`config.mk`:
```
export PLATFORM = sky130hd
export DESIGN_NAME = seq_div_nbits
export DESIGN_NICKNAME = d
export VERILOG_FILES = /design/src/rtl/seq_div_nbits.sv
export SDC_FILE = /design/constraint.sdc
export NUM_CORES = 1
export LEC_CHECK = 0
export ABC_AREA = 1
export CAP_MARGIN = 20
export CORE_MARGIN = 2
export CORE_UTILIZATION = 50
export CTS_CLUSTER_SIZE = 28
export DETAILED_ROUTE_END_ITERATION = 12
export HOLD_SLACK_MARGIN = 0.15
export PLACE_DENSITY = 0.75
export SLEW_MARGIN = 10
export SYNTH_ARGS = -nofsm -noshare
export SYNTH_HDL_FRONTEND = slang
export SYNTH_SLANG_ARGS = --single-unit
```
`constraint.sdc`:
```
create_clock -name clk_i -period 5.2 [get_ports clk_i]
set_input_delay 1.04 -clock clk_i [delete_from_list [all_inputs] [get_ports clk_i]]
set_output_delay 1.04 -clock clk_i [all_outputs]
set_load 0.05 [all_outputs]
```
`src/rtl/seq_div_nbits.sv`:
```
// seq_div_nbits -- sequential unsigned restoring divider.
//
// One quotient bit is resolved per clock edge, so a division takes exactly
// `width` cycles from the accepting edge to the done pulse, whatever the
// operand values. The per-step trial subtraction goes through full_sub_nbits,
// which keeps the divide path on the same subtractor structure as the rest of
// the calculator datapath.
//
// Ports
//   clk_i    in            clock, rising edge
//   rst_ni   in            asynchronous active-low reset
//   start_i  in            request a division (sampled only while idle)
//   a_i      in  [width]   dividend, captured on the accepting edge
//   b_i      in  [width]   divisor, captured on the accepting edge
//   busy_o   out           division in progress
//   done_o   out           one-cycle completion pulse
//   q_o      out [width]   quotient, held until the next completion
//   r_o      out [width]   remainder, held until the next completion
//   div0_o   out           last completed division had a zero divisor

// full_sub_nbits -- ripple-borrow subtractor, s_o = a_i - b_i modulo 2**width.
//
// Ports
//   a_i  in  [width]  minuend
//   b_i  in  [width]  subtrahend
//   s_o  out [width]  difference
module full_sub_nbits #(
  parameter int width = 8
) (
  input  logic [width-1:0] a_i,
  input  logic [width-1:0] b_i,
  output logic [width-1:0] s_o
);

  logic borrow;

  // NOTE: every variable written here gets a value before any branch or loop
  // can skip it; otherwise synthesis infers a latch to hold the old value.
  always_comb begin
    s_o    = '0;
    borrow = 1'b0;
    for (int i = 0; i < width; i++) begin
      s_o[i] = a_i[i] ^ b_i[i] ^ borrow;
      borrow = (~a_i[i] & b_i[i]) | (~(a_i[i] ^ b_i[i]) & borrow);
    end
  end

endmodule

module seq_div_nbits #(
  parameter int width = 8
) (
  input  logic             clk_i,
  input  logic             rst_ni,
  input  logic             start_i,
  input  logic [width-1:0] a_i,
  input  logic [width-1:0] b_i,
  output logic             busy_o,
  output logic             done_o,
  output logic [width-1:0] q_o,
  output logic [width-1:0] r_o,
  output logic             div0_o
);

  localparam int cnt_w = $clog2(width + 1);

  typedef enum logic {
    st_idle,
    st_run
  } state_t;

  state_t             state;
  logic [width-1:0]   a_reg;     // dividend, shifted out MSB first
  logic [width-1:0]   b_reg;     // divisor
  logic [width-1:0]   r_reg;     // partial remainder
  logic [width-1:0]   q_reg;     // quotient, shifted in LSB first
  logic [cnt_w-1:0]   cnt;       // steps already taken
  logic               div0_reg;

  logic [width:0]     p;         // remainder with the next dividend bit appended
  logic [width:0]     d;         // trial difference p - b
  logic               borrow;
  logic [width-1:0]   r_next;
  logic [width-1:0]   q_next;
  logic               last_step;

  assign p = {r_reg, a_reg[width-1]};

  full_sub_nbits #(
    .width(width + 1)
  ) u_sub (
    .a_i(p),
    .b_i({1'b0, b_reg}),
    .s_o(d)
  );

  // Because r_reg < b_reg always holds, p < 2*b_reg and a non-negative
  // difference fits in `width` bits, so the extra MSB is a clean borrow flag.
  // With b_reg == 0 the borrow never fires, giving all-ones quotient and the
  // dividend as remainder without a dedicated path.
  assign borrow    = d[width];
  assign r_next    = borrow ? p[width-1:0] : d[width-1:0];
  assign q_next    = {q_reg[width-2:0], ~borrow};
  assign last_step = (cnt == cnt_w'(width - 1));

  // NOTE: all state, including the datapath registers, is reset so an aborted
  // division leaves no stale operands and outputs come back to known zeros.
  always_ff @(posedge clk_i or negedge rst_ni) begin
    if (!rst_ni) begin
      state    <= st_idle;
      a_reg    <= '0;
      b_reg    <= '0;
      r_reg    <= '0;
      q_reg    <= '0;
      cnt      <= '0;
      div0_reg <= 1'b0;
      busy_o   <= 1'b0;
      done_o   <= 1'b0;
      q_o      <= '0;
      r_o      <= '0;
      div0_o   <= 1'b0;
    end else begin
      // NOTE: non-blocking assignments throughout, so every register samples
      // the pre-edge values regardless of statement order.
      done_o <= 1'b0;
      case (state)
        st_idle: begin
          if (start_i) begin
            a_reg    <= a_i;
            b_reg    <= b_i;
            r_reg    <= '0;
            q_reg    <= '0;
            cnt      <= '0;
            div0_reg <= (b_i == '0);
            busy_o   <= 1'b1;
            state    <= st_run;
          end
        end
        st_run: begin
          a_reg <= a_reg << 1;
          r_reg <= r_next;
          q_reg <= q_next;
          cnt   <= cnt + cnt_w'(1);
          if (last_step) begin
            q_o    <= q_next;
            r_o    <= r_next;
            div0_o <= div0_reg;
            done_o <= 1'b1;
            busy_o <= 1'b0;
            state  <= st_idle;
          end
        end
        default: state <= st_idle;
      endcase
    end
  end

endmodule

```
### After elaboration in Yosys (flattened, before gate mapping)

Index checks and enable logic that the tools add are counted.

| storage, ports and cells | value |
|---|---|
| logic and storage cells | 91 |
| output and inout port bits | 19 |
| register bits | 56 |

| operators by class | value |
|---|---|
| bitwise gates (word level) | 55 |
| mux-type cells | 16 |
| equality and inequality tests | 3 |
| add/sub/neg operators | 1 |
| reduce and logical (&&, ||, !) cells | 4 |

Operators with widths:

| operator | count |
|---|---|
| $pmux W8 S2 | 2 |
| $mux W8 | 3 |
| $not A1 Y1 | 17 |
| $xor A1 B1 Y1 | 16 |
| $and A1 B1 Y1 | 15 |
| $pmux W7 S2 | 1 |
| $logic_not A8 Y1 | 1 |
| $pmux W4 S2 | 1 |
| $or A1 B1 Y1 | 7 |
| $mux W1 | 6 |
| $reduce_and A2 Y1 | 3 |
| $add A4 B1 Y4 const B | 1 |
| $eq A4 B3 Y1 const B | 1 |
| $mux W4 | 1 |
| $pmux W1 S2 | 2 |
| $ne A2 B1 Y1 const B | 1 |
| $ne A2 B2 Y1 const B | 1 |

### Longest topological paths before layout

Gate-level depths: netlist (run 1).

| depth | value |
|---|---|
| depth after elaboration | 19 |
| gate-level depth with buffers | 16 |
| mapped depth without buffers | 16 |

### Cells and area by module

A second synthesis (run 1) with hierarchy kept.

| second synthesis, totals | value |
|---|---|
| cell total of the unflattened synthesis | 278 |
| area total of the unflattened synthesis | 2,553.7 sq um |

By module, submodules not included:

| module | seq. area each (sq um) | area an instance (sq um) | instances | cells each |
|---|---|---|---|---|
| seq_div_nbits | 1,401.3 | 2,297.2 | 1 | 243 |
| full_sub_nbits | 0.0 | 256.5 | 1 | 35 |

### Worst setup path before layout (run 1)

No wires, ideal clock.

| timing path | value |
|---|---|
| path kind | register to register |
| start | register a_reg[7] |
| end | register r_reg[0] |
| path buffers | 0 |
| slack | 1.534 ns |
| stages on the path, launching flop included | 17 |
| arrival time | 3.548 ns |
| period minus slack after synthesis | 3.666 ns |
| cell sequence | dfrtp_1 inv_1 ha_1 inv_1 fa_1 fa_1 fa_1 fa_1 fa_1 fa_1 inv_1 fa_1 inv_1 nand2_1 nand3_1 nand3_1 nand2_1 |

| between the ends | value |
|---|---|
| longest elaborated chain between the ends | 19 |
| elaborated cells on any way between the ends | 20 |

RTL lines:

| item | RTL line | RTL |
|---|---|---|
| from (decl) | 73 | `logic [width-1:0] a_reg;` |
| from (signal assigned) | 129 | `a_reg <= a_i;` |
| from (signal assigned) | 140 | `a_reg <= a_reg << 1;` |
| $not A1 Y1 | 44 | `borrow = (~a_i[i] & b_i[i]) \| (~(a_i[i] ^ b_i[i]) & borrow);` |
| $and A1 B1 Y1 (2 in series) | 44 |  |
| $or A1 B1 Y1 | 44 |  |
| $and A1 B1 Y1 | 44 |  |
| $or A1 B1 Y1 | 44 |  |
| $and A1 B1 Y1 | 44 |  |
| $or A1 B1 Y1 | 44 |  |
| $and A1 B1 Y1 | 44 |  |
| (+2 left out) | -- |  |
| $or A1 B1 Y1 | 44 |  |
| $and A1 B1 Y1 | 44 |  |
| $or A1 B1 Y1 | 44 |  |
| $and A1 B1 Y1 | 44 |  |
| $or A1 B1 Y1 | 44 |  |
| $xor A1 B1 Y1 | 43 | `s_o[i] = a_i[i] ^ b_i[i] ^ borrow;` |
| $mux W8 * | 102 | `assign r_next = borrow ? p[width-1:0] : d[width-1:0];` |
| $pmux W8 S2 * | 126 | `case (state)` |
| to (signal assigned) | 141 | `r_reg <= r_next;` |
| to (decl) | 75 | `logic [width-1:0] r_reg;` |

Every way passes the cells marked *; elsewhere a longest branch is shown, timed or not.
A chain may end at the register's enable or synchronous reset.

### Worst setup path in the final report (run 1)

| timing path | value |
|---|---|
| start | register a_reg[7] |
| end | register r_o[7] |

| between the ends | value |
|---|---|
| longest elaborated chain between the ends | 18 |
| elaborated cells on any way between the ends | 19 |

RTL lines:

| item | RTL line | RTL |
|---|---|---|
| $not A1 Y1 * | 44 |  |
| $and A1 B1 Y1 * (2 in series) | 44 |  |
| $or A1 B1 Y1 * | 44 |  |
| $and A1 B1 Y1 * | 44 |  |
| $or A1 B1 Y1 * | 44 |  |
| $and A1 B1 Y1 * | 44 |  |
| $or A1 B1 Y1 * | 44 |  |
| $and A1 B1 Y1 * | 44 |  |
| $or A1 B1 Y1 * | 44 |  |
| $and A1 B1 Y1 * | 44 |  |
| $or A1 B1 Y1 * | 44 |  |
| $and A1 B1 Y1 * | 44 |  |
| $or A1 B1 Y1 * | 44 |  |
| $and A1 B1 Y1 | 44 |  |
| $or A1 B1 Y1 | 44 |  |
| $xor A1 B1 Y1 | 43 |  |
| $mux W8 * | 102 |  |
| to (signal assigned) | 146 | `r_o <= r_next;` |
| to (decl) | 61 | `output logic [width-1:0] r_o,` |

Marked as above.

==> results of run 1 <==
==> cells in the final DEF (no fill, tap or decap), drive strengths merged <==
master         instances
nand2                 92
dfrtp                 56
clkdlybuf4s50         36
inv                   35
nand3                 32
o21ai                 18
nor2                   9
o22ai                  7
fa                     7
nand3b                 6
clkbuf                 5
o211ai                 2
ha                     2
buf                    2
xnor2                  1
nor3                   1
a21oi                  1
clkinv                 1
bufinv                 1
clkinvlp               1
==> power by group through the flow <==
| stage | clock, mW | combinational (mW) | sequential (mW) |
|---|---|---|---|
| 4_1_cts | 0.291 | 1.15 | 0.769 |
| 3_5_place_dp | 0 | 1.15 | 0.774 |
| 5_1_grt | 0.306 | 1.29 | 0.796 |
| 6_report | 0.284 | 1.14 | 0.768 |
| 3_3_place_gp | 0 | 1.11 | 0.768 |
| 2_1_floorplan | 0 | 0.682 | 0.939 |
==> metrics by stage <==
stage / std cells / hold WS (ns) / instance area [sq um] / setup WS [ns] / total power [mW]
finish: 385 / 0.475 / 3080 / 1.13 / 2.19
global route: 385 / 0.509 / 3080 / 0.894 / 2.39
CTS: 385 / 0.483 / 3080 / 1.13 / 2.21
detailed placement: 377 / 0.460 / 2970 / 1.17 / 1.92
global placement: 377 / 0.459 / 2970 / 1.31 / 1.88
floorplan: 278 / 0.449 / 2570 / 1.53 / 1.62
==> layout make-up <==
type	instances	area (sq um)	area share
sequential	56	1400	0.455
multi-input combinational	178	972	0.316
timing repair buffer	38	373	0.121
inverter	35	131	0.0427
tap	70	87.6	0.0285
clock buffer	5	68.8	0.0224
clock inverter	3	42.5	0.0138
==> cells by family after synthesis <==
group / count (synthesis)
flip-flops: 56
AND/OR/NAND/NOR: 140
buffers and inverters: 44
XOR/XNOR: 1
adder cells (fa/ha/maj): 9
AO/OA/AOI/OAI: 28
==> path summary, 6_finish.rpt <==
kind,from,end,slack [ns],depth (start not counted)
worst max-delay path,a_reg[7],r_o[7],1.13,16
max in group asynchronous,rst_ni,r_reg[2],3.89,2
worst min-delay path,div0_o,div0_o,0.48,2
min in group asynchronous,rst_ni,a_reg[3],0.85,2
worst max register to register,a_reg[7],r_o[7],1.13,16
worst min register to register,div0_o,div0_o,0.48,2
==> metal layers <==
layer	vias to the layer above	wire length, um	global-route usage
met5	-	0	0
met4	0	82	0.0838
met3	7	221	0.0397
met2	52	2140	0.278
met1	880	2310	0.285
li1	947	-	-
==> worst register-to-register path, delay by kind of cell, from the launching register on <==
family	cells	cell delay (ns)
fa+ha+maj	8	2.67
buf+inv	4	0.29
flops	1	0.37
simple gates	4	0.63
==> reports/qor.yml, run 1 <==
outcome:
  status: "completed"
clocking:
  clkLatencyLatePin_ns: 0.31
  clkSinkCount: 56
  hold_buffers: 0
  postCtsSetupRepairBufs: 0
  htreeDepth: 2
  clock_path_buffers: 2
  cts_made_buffers: 5
  ctsResizeCount: 0
  cts_tree: "yes"
  path_clk_slew_ns: 0.10
  clockRootBuffer: "clkbuf_8"
pwr:
  total_leakage_power_nw: 1.49
  clockPowerShare: 0.130
  sw_frac_of_total: 0.458
  p_int_mw: 1.19
  seq_power_share: 0.350
  ir_worst_vdd_uv: 293
  power.switching_mw: 1.00
  combPwrFrac: 0.520
  p_per_area_nw_per_um2: 712
global_routing:
  gr-total-overflow: 0
  grt_pass1_vias: 1747
  grt_max_degree: 57
  grtUsageTotal: 0.193
  grt_pass1_wl_um: 8140
  antenna_found_initial: 0
synth:
  yosysWarnings: 0
  synthMuxAreaShare: 0
  ys_ff_latch: 56
  synthTopCellsByCount: "nand2_1, dfrtp_1, inv_1, nand3_1, o21ai_0"
  ys_seq_area_frac: 0.545
  synth_edf_count: 0
  synth_simple_gate_area_share: 0.239
  synth-adder-area-share: 0.0643
  synth-compound-area-share: 0.0716
  yosysMostFrequentCell: "nand2_1"
  synthXorXnorAreaFrac: 0.00341
  synth.distinct_cells: 23
  syn_area_per_cell_sq_um: 9.24
  synth_top_family_by_area: "simple AND/OR/NAND/NOR gates"
  synth_top_area_frac: 0.545
  ys_top_cells_by_area: "dfrtp_1, nand2_1, nand3_1"
  synth_nets: 306
  synth_flop_cell: "dfrtp_1"
  yosysTopAreaCell: "dfrtp_1"
  synthCells: 278
  synthArstFlopShare: 1.00
  netlist_area_sq_um: 2570
routing:
  wirelength_um: 4760
  ant_nets: 0
  post_drt_wl_per_cell_um: 12.4
  drc: 0
  first_iter_violations: 140
  drt_pass1_iterations: 4
  vias: 1886
  routed_via_density: 4.90
sta:
  relSlewSlack: 0.489
  finalHoldViolCount: 0
  finalMaxSlewViolations: 0
  worstMarginPinSlew_ns: 0.766
  tns_ns: 0
  final-setup-viol-count: 0
  fin_crit_sh: 0.782
  fmax_mhz: 246
  finalClockSkew_ns: 0.00507
  layout_min_cycle_time_ns: 4.07
  rsz0062_at_grt: "no"
worst_hold_path:
  hp-class: "reg -> reg"
finish:
  drive_above_1_share: 0.0794
  area_delta_synth_final_pct: 19.7
  final_nets: 342
  final_core_util: 0.610
  fill_cells: 436
  antenna_cells: 0
critical_path:
  max_stage_delay_ns: 0.41
  crit_slowest_cell: "fa_1"
  arrival_ns: 4.27
  crit_required_ns: 5.40
  crit_fanout: 9
  cp_num_buf_inv: 4
  start_kind: "flop"
  crit_chain: "inv_1, ha_1, inv_1, fa_1, fa_1, fa_1, fa_1, fa_1, fa_1, inv_1, fa_1, inv_1, nand2_1, nand3_1, nand3_1, nand2_1"
  crit_path_end_kind: "flop"
  worst-setup-path-type: "reg -> reg"
  crit_family: "adder cells"
  crit_top_cell: "fa_1"
floorplan:
  coreArea_sq_um: 5040
  rows: 26
  fp.dieArea_sq_um: 5730
  die_width_um: 75.7
  io-pin-count: 38
  start_util: 0.510
  die_y_um: 75.7
flow_run:
  drv_cap: 0
placement:
  gp_congestion: 0.853
  dp.final_hpwl_um: 3320
  io_buffers: 37
Power figures use the tool's default switching activity.
==> run 2: changes to the inputs <==
--- a/config.mk
+++ b/config.mk
@@ -8,11 +8,11 @@
 export ABC_AREA = 1
 export CAP_MARGIN = 20
 export CORE_MARGIN = 2
-export CORE_UTILIZATION = 50
+export CORE_UTILIZATION = 48
 export CTS_CLUSTER_SIZE = 28
 export DETAILED_ROUTE_END_ITERATION = 12
 export HOLD_SLACK_MARGIN = 0.15
-export PLACE_DENSITY = 0.75
+export PLACE_DENSITY = 0.76
 export SLEW_MARGIN = 10
 export SYNTH_ARGS = -nofsm -noshare
 export SYNTH_HDL_FRONTEND = slang
==> constraint.sdc (replaced) <==
create_clock -name clk_i -period 3.7 [get_ports clk_i]
set_input_delay 0.74 -clock clk_i [delete_from_list [all_inputs] [get_ports clk_i]]
set_output_delay 0.74 -clock clk_i [all_outputs]
set_load 0.05 [all_outputs]
==> run 2 against run 1 <==
Combinational power up 54%; clock power up 23%; worst hold slack better by 0.0075 ns; flip-flop and latch count unchanged; first-iteration DRC count up 4.3%; register-to-register slack worse by 1.0 ns; utilization up 0.059 points; final area up 2.0%.
==> reports/qor.yml, run 2 (synthesized netlist as in run 1, its figures left out) <==
pwr:
  ir_worst_vdd_uv: 485
  clockPowerShare: 0.109
  sw_frac_of_total: 0.474
  total_leakage_power_nw: 1.50
  p_int_mw: 1.68
  combPwrFrac: 0.549
  power.switching_mw: 1.52
  seq_power_share: 0.342
  p_per_area_nw_per_um2: 1020
floorplan:
  die_y_um: 77.2
  die_width_um: 77.2
  rows: 26
  coreArea_sq_um: 5140
  fp.dieArea_sq_um: 5960
  io-pin-count: 38
  start_util: 0.500
worst_hold_path:
  hold_start: "r_o[4]"
  hp-class: "reg -> reg"
  whs_endpoint: "r_o[4]"
  worst_hold_path.num_cells: 2
clocking:
  htreeDepth: 2
  cts_tree: "yes"
  clkSinkCount: 56
  clockRootBuffer: "clkbuf_8"
  hold_buffers: 0
  clock_path_buffers: 2
  cts_made_buffers: 5
  clkLatencyLatePin_ns: 0.32
  path_clk_slew_ns: 0.10
routing:
  first_iter_violations: 146
  drc: 0
  post_drt_wl_per_cell_um: 12.8
  vias: 1914
  wirelength_um: 4970
  drt_pass1_iterations: 4
  routed_via_density: 4.93
  ant_nets: 0
critical_path:
  crit_family: "adder cells"
  crit_fanout: 4
  crit_top_cell: "fa_2"
  arrival_ns: 3.81
  worst-setup-path-type: "reg -> reg"
  r2r-start: "a_reg[7]"
  r2r_slack_ns: 0.10
  start_kind: "flop"
  crit_required_ns: 3.91
  crit_path_end_kind: "flop"
  crit_chain: "inv_2, ha_4, inv_2, fa_2, fa_2, fa_2, fa_2, fa_2, fa_2, inv_2, fa_2, inv_4, nand2_2, nand3b_1, nand3_1, nand2_1"
  rr_worst_depth: 16
  crit_cells: 16
  worstReg2RegEnd: "r_reg[3]"
  max_stage_delay_ns: 0.39
  crit_slowest_cell: "dfrtp_1"
  cp_num_buf_inv: 4
sta:
  tns_ns: 0
  finalClockSkew_ns: 0.0115
  layout_min_cycle_time_ns: 3.60
  worstMarginPinSlew_ns: 0.816
  relSlewSlack: 0.456
  finalMaxSlewViolations: 0
  fin_crit_sh: 0.973
  fmax_mhz: 278
  final-setup-viol-count: 0
  finalHoldViolCount: 0
global_routing:
  gr-total-overflow: 0
  grt_pass1_wl_um: 8540
  use_met3: 0.0388
  grt-busiest-layer: "met2"
  antenna_found_initial: 0
  grt_pass1_vias: 1892
  grt_use_met2: 0.288
  grt_use_met1: 0.239
  grtUsageTotal: 0.180
  grt_max_degree: 39
finish:
  final_nets: 345
  final_core_util: 0.611
  regArea_sq_um: 1400
  drive_above_1_share: 0.142
  fill_cells: 470
  layout_common_cells: "nand2_1, dfrtp_1, clkdlybuf4s50_1, nand3_1, inv_1"
  antenna_cells: 0
  fin_area_sq_um: 3140
  final_cell_count_no_fill: 388
  final_common_cell: "nand2_1"
  multi_input_area_sq_um: 1030
  area_delta_synth_final_pct: 22.2
outcome:
  status: "completed"
placement:
  dp.cells: 378
  gp_congestion: 0.856
  dp.final_hpwl_um: 3370
  placed_area_sq_um: 2970
  io_buffers: 37
flow_run:
  drv_cap: 0
## run 2: cell type report
cell class / instances / area share
clock inverters: 3 / 0.00837
repair buffers: 40 / 0.124
multi-input cells: 179 / 0.329
clock buffers: 5 / 0.0219
inverters: 35 / 0.0426
well taps: 70 / 0.0279
flip-flops and latches: 56 / 0.446
## run 2: per-stage QoR
step	hold WS (ns)	setup WS (ns)	power (mW)
after CTS	0.491	0.00258	3.09
after detailed placement	0.466	-0.238	2.70
after global routing	0.503	-0.0484	3.48
after global placement	0.460	-0.112	2.63
final	0.483	0.100	3.20
after floorplan	0.444	0.0339	2.28
## run 2: worst max-delay path by stage
stage | startpoint | endpoint | slack [ns]
floorplan | a_reg[7] | r_reg[0] | 0.03
global placement | a_reg[7] | r_reg[0] | -0.11
detailed placement | a_reg[7] | r_reg[0] | -0.24
CTS | a_reg[7] | r_reg[6] | 0.003
global route | a_reg[7] | r_reg[3] | -0.05
finish | a_reg[7] | r_reg[3] | 0.10
## run 2: worst min-delay path, delay by kind of cell, from the launching register on
kind             cells  cell delay (ns)
flip-flops           1             0.35
AND/OR/NAND/NOR      2             0.11
## run 2: what timing repair did
| action | CTS | global route |
|---|---|---|
| pin swaps | 1 | 3 |
| cloned | 0 | 1 |
| setup endpoints to repair | 18 | 18 |
| buffers inserted | 0 | 1 |
| hold endpoints to repair | 0 | 0 |
| resized for setup | 8 | 13 |
## run 2: metal layers
| metal | part of all wire | routed length, um |
|---|---|---|
| met1 | 0.45 | 2240 |
| met2 | 0.48 | 2400 |
| met3 | 0.051 | 252 |
| met4 | 0.015 | 76 |
| met5 | 0 | 0 |
## run 2: power by group through the flow
stage / Clock [mW] / Sequential, mW / Combinational (mW)
after floorplan: 0 / 1.32 / 0.959
after global placement: 0 / 1.08 / 1.55
after detailed placement: 0 / 1.09 / 1.61
after CTS: 0.359 / 1.08 / 1.65
after global routing: 0.384 / 1.14 / 1.96
final: 0.350 / 1.09 / 1.75
==> run 3: changes to the inputs <==
--- a/config.mk
+++ b/config.mk
@@ -16,4 +16,5 @@
 export SLEW_MARGIN = 10
 export SYNTH_ARGS = -nofsm -noshare
 export SYNTH_HDL_FRONTEND = slang
+export SYNTH_HIERARCHICAL = 1
 export SYNTH_SLANG_ARGS = --single-unit
==> run 3 against run 2 <==
Worst hold slack got worse by 0.077 ns; flip-flop and latch count unchanged; die area decreased by 0.60%; global-route usage increased by 1.2 points; cell count increased by 1.3%; count of clock-buffer cells in the layout increased by 1; the flow now finishes with violations (setup timing); utilization increased by 3.9 points; sequential share of layout area decreased by 2.4 points; clock skew decreased by 0.0039 ns; largest cell class unchanged; first-iteration DRC count increased by 6.2%; setup slack got worse by 0.13 ns; non-clock buffer count increased by 6.
==> reports/qor.yml, run 3 <==
global_routing:
  gr-total-overflow: 0
  grtUsageTotal: 0.192
  grt_max_degree: 35
  antenna_found_initial: 0
  grt_pass1_vias: 1912
  grt_pass1_wl_um: 9060
floorplan:
  start_util: 0.500
  fp.dieArea_sq_um: 5920
  die_width_um: 76.9
  die_y_um: 76.9
  io-pin-count: 38
  coreArea_sq_um: 5110
  rows: 26
sta:
  tns_ns: -0.145
  relSlewSlack: 0.627
  fmax_mhz: 268
  layout_min_cycle_time_ns: 3.73
  worstMarginPinSlew_ns: 0.559
  finalHoldViolCount: 0
  finalClockSkew_ns: 0.00764
  fin_crit_sh: 1.01
  rsz0062_at_grt: "yes"
  finalMaxSlewViolations: 0
  fin_ws_ns: -0.0339
  final-setup-viol-count: 8
finish:
  layout_common_cells: "nand2_1, dfrtp_1, inv_1, clkdlybuf4s50_1, o21ai_1"
  area_delta_synth_final_pct: 30.0
  regArea_sq_um: 1400
  final_common_cell: "nand2_1"
  fill_cells: 427
  multi_input_area_sq_um: 1050
  fin_area_sq_um: 3320
  drive_above_1_share: 0.183
  antenna_cells: 0
  final_core_util: 0.650
  final_nets: 350
routing:
  drt_pass1_iterations: 4
  ant_nets: 0
  first_iter_violations: 155
  wirelength_um: 5290
  post_drt_wl_per_cell_um: 13.5
  drc: 0
  vias: 1957
  routed_via_density: 4.98
critical_path:
  worst-setup-path-type: "reg -> reg"
  start_kind: "flop"
  r2r_slack_ns: -0.03
  crit_chain: "ha_2, inv_2, fa_2, inv_2, fa_2, fa_2, fa_2, fa_2, fa_2, fa_2, nand3_2, nand2_4, buf_6, buf_16, o21ai_4, o21ai_1"
  crit_slowest_cell: "dfrtp_1"
  arrival_ns: 3.92
  max_stage_delay_ns: 0.40
  crit_family: "adder cells"
  worstReg2RegEnd: "r_reg[6]"
  rr_worst_depth: 16
  crit_required_ns: 3.88
  worstSetupEndpoint: "r_reg[6]"
  crit_start: "b_reg[0]"
  crit_path_end_kind: "flop"
  crit_top_cell: "fa_2"
  crit_cells: 16
  cp_num_buf_inv: 4
  crit_fanout: 5
  r2r-start: "b_reg[0]"
synth:
  netlist_area_sq_um: 2550
  ys_ff_latch: 56
  synth_flop_cell: "dfrtp_1"
  synth.distinct_cells: 22
  ys_top_cells_by_area: "dfrtp_1, nand2_1, inv_1"
  synth_top_area_frac: 0.549
  syn_area_per_cell_sq_um: 9.19
  synthCells: 278
  synth_edf_count: 0
  ys_seq_area_frac: 0.549
  yosysTopAreaCell: "dfrtp_1"
  yosysMostFrequentCell: "nand2_1"
  synthTopCellsByCount: "nand2_1, dfrtp_1, inv_1"
  yosysWarnings: 6
  synthArstFlopShare: 1.00
clocking:
  hold_buffers: 0
  clkSinkCount: 56
  htreeDepth: 2
  clock_path_buffers: 2
  path_clk_slew_ns: 0.10
  clockRootBuffer: "clkbuf_8"
  clkLatencyLatePin_ns: 0.31
  cts_made_buffers: 5
  cts_tree: "yes"
placement:
  placed_area_sq_um: 2980
  dp.final_hpwl_um: 3320
  gp_congestion: 0.748
  io_buffers: 37
outcome:
  status: "complete, but fails checks"
  failed_checks: "setup timing"
worst_hold_path:
  hp-class: "in -> async"
flow_run:
  drv_cap: 0
[run 3: cell types whose count changed after synthesis, moves of 6 or more]
cell      delta
inv_1       +12
nand2_1      -9
nand3_1     -21
nand3b_1     -6
o21ai_0     +17
o21ai_1     +13
o21ai_2      -8
[run 3: routing by layer]
metal	track usage	routed length [um]
met3	0.0341	236
met4	0.0691	74
met5	0	0
met2	0.305	2550
met1	0.267	2430
[run 3: cell type report]
| cell class | instances | share of cell area |
|---|---|---|
| repair buffers | 46 | 0.155 |
| well taps | 70 | 0.0264 |
| clock inverters | 2 | 0.00415 |
| inverters | 46 | 0.0520 |
| clock buffers | 6 | 0.0249 |
| multi-input cells | 167 | 0.316 |
| flip-flops and latches | 56 | 0.422 |
[run 3: cells by family after synthesis]
logic type | share of synthesized area
adder cells (fa/ha/maj) | 0.0647
other | 0.00147
AO/OA/AOI/OAI | 0.104
XOR/XNOR | 0.00343
flip-flops | 0.549
AND/OR/NAND/NOR | 0.173
buffers and inverters | 0.104
[run 3: worst min-delay path by stage]
stage / cells past startpoint / startpoint / slack, ns / to
2_1_floorplan: 0 / rst_ni / 0.44 / a_reg[0]
5_1_grt: 1 / rst_ni / 0.44 / q_o[7]
3_3_place_gp: 2 / b_reg[1] / 0.47 / b_reg[1]
6_report: 1 / rst_ni / 0.41 / q_o[7]
3_5_place_dp: 2 / r_o[6] / 0.48 / r_o[6]
4_1_cts: 1 / rst_ni / 0.42 / q_o[7]
[run 3: repair_timing]
action	CTS	global route
gates resized for setup	32	17
setup buffers	2	1
pin swaps	2	2
cloned	3	0
endpoints found under the setup margin	16	18
[run 3: per-stage QoR]
stage,hold slack (ns),worst slack (ns),std cells
detailed placement,0.477,-0.0627,379
floorplan,0.442,0.00701,280
CTS,0.415,-0.0261,392
global placement,0.466,-0.00860,379
finish,0.406,-0.0339,393
global route,0.438,-0.158,393
Power of run 3 is left out: the tool's default activity adds up to more than one toggle a clock period on the data nets, which glitch-free logic cannot reach.
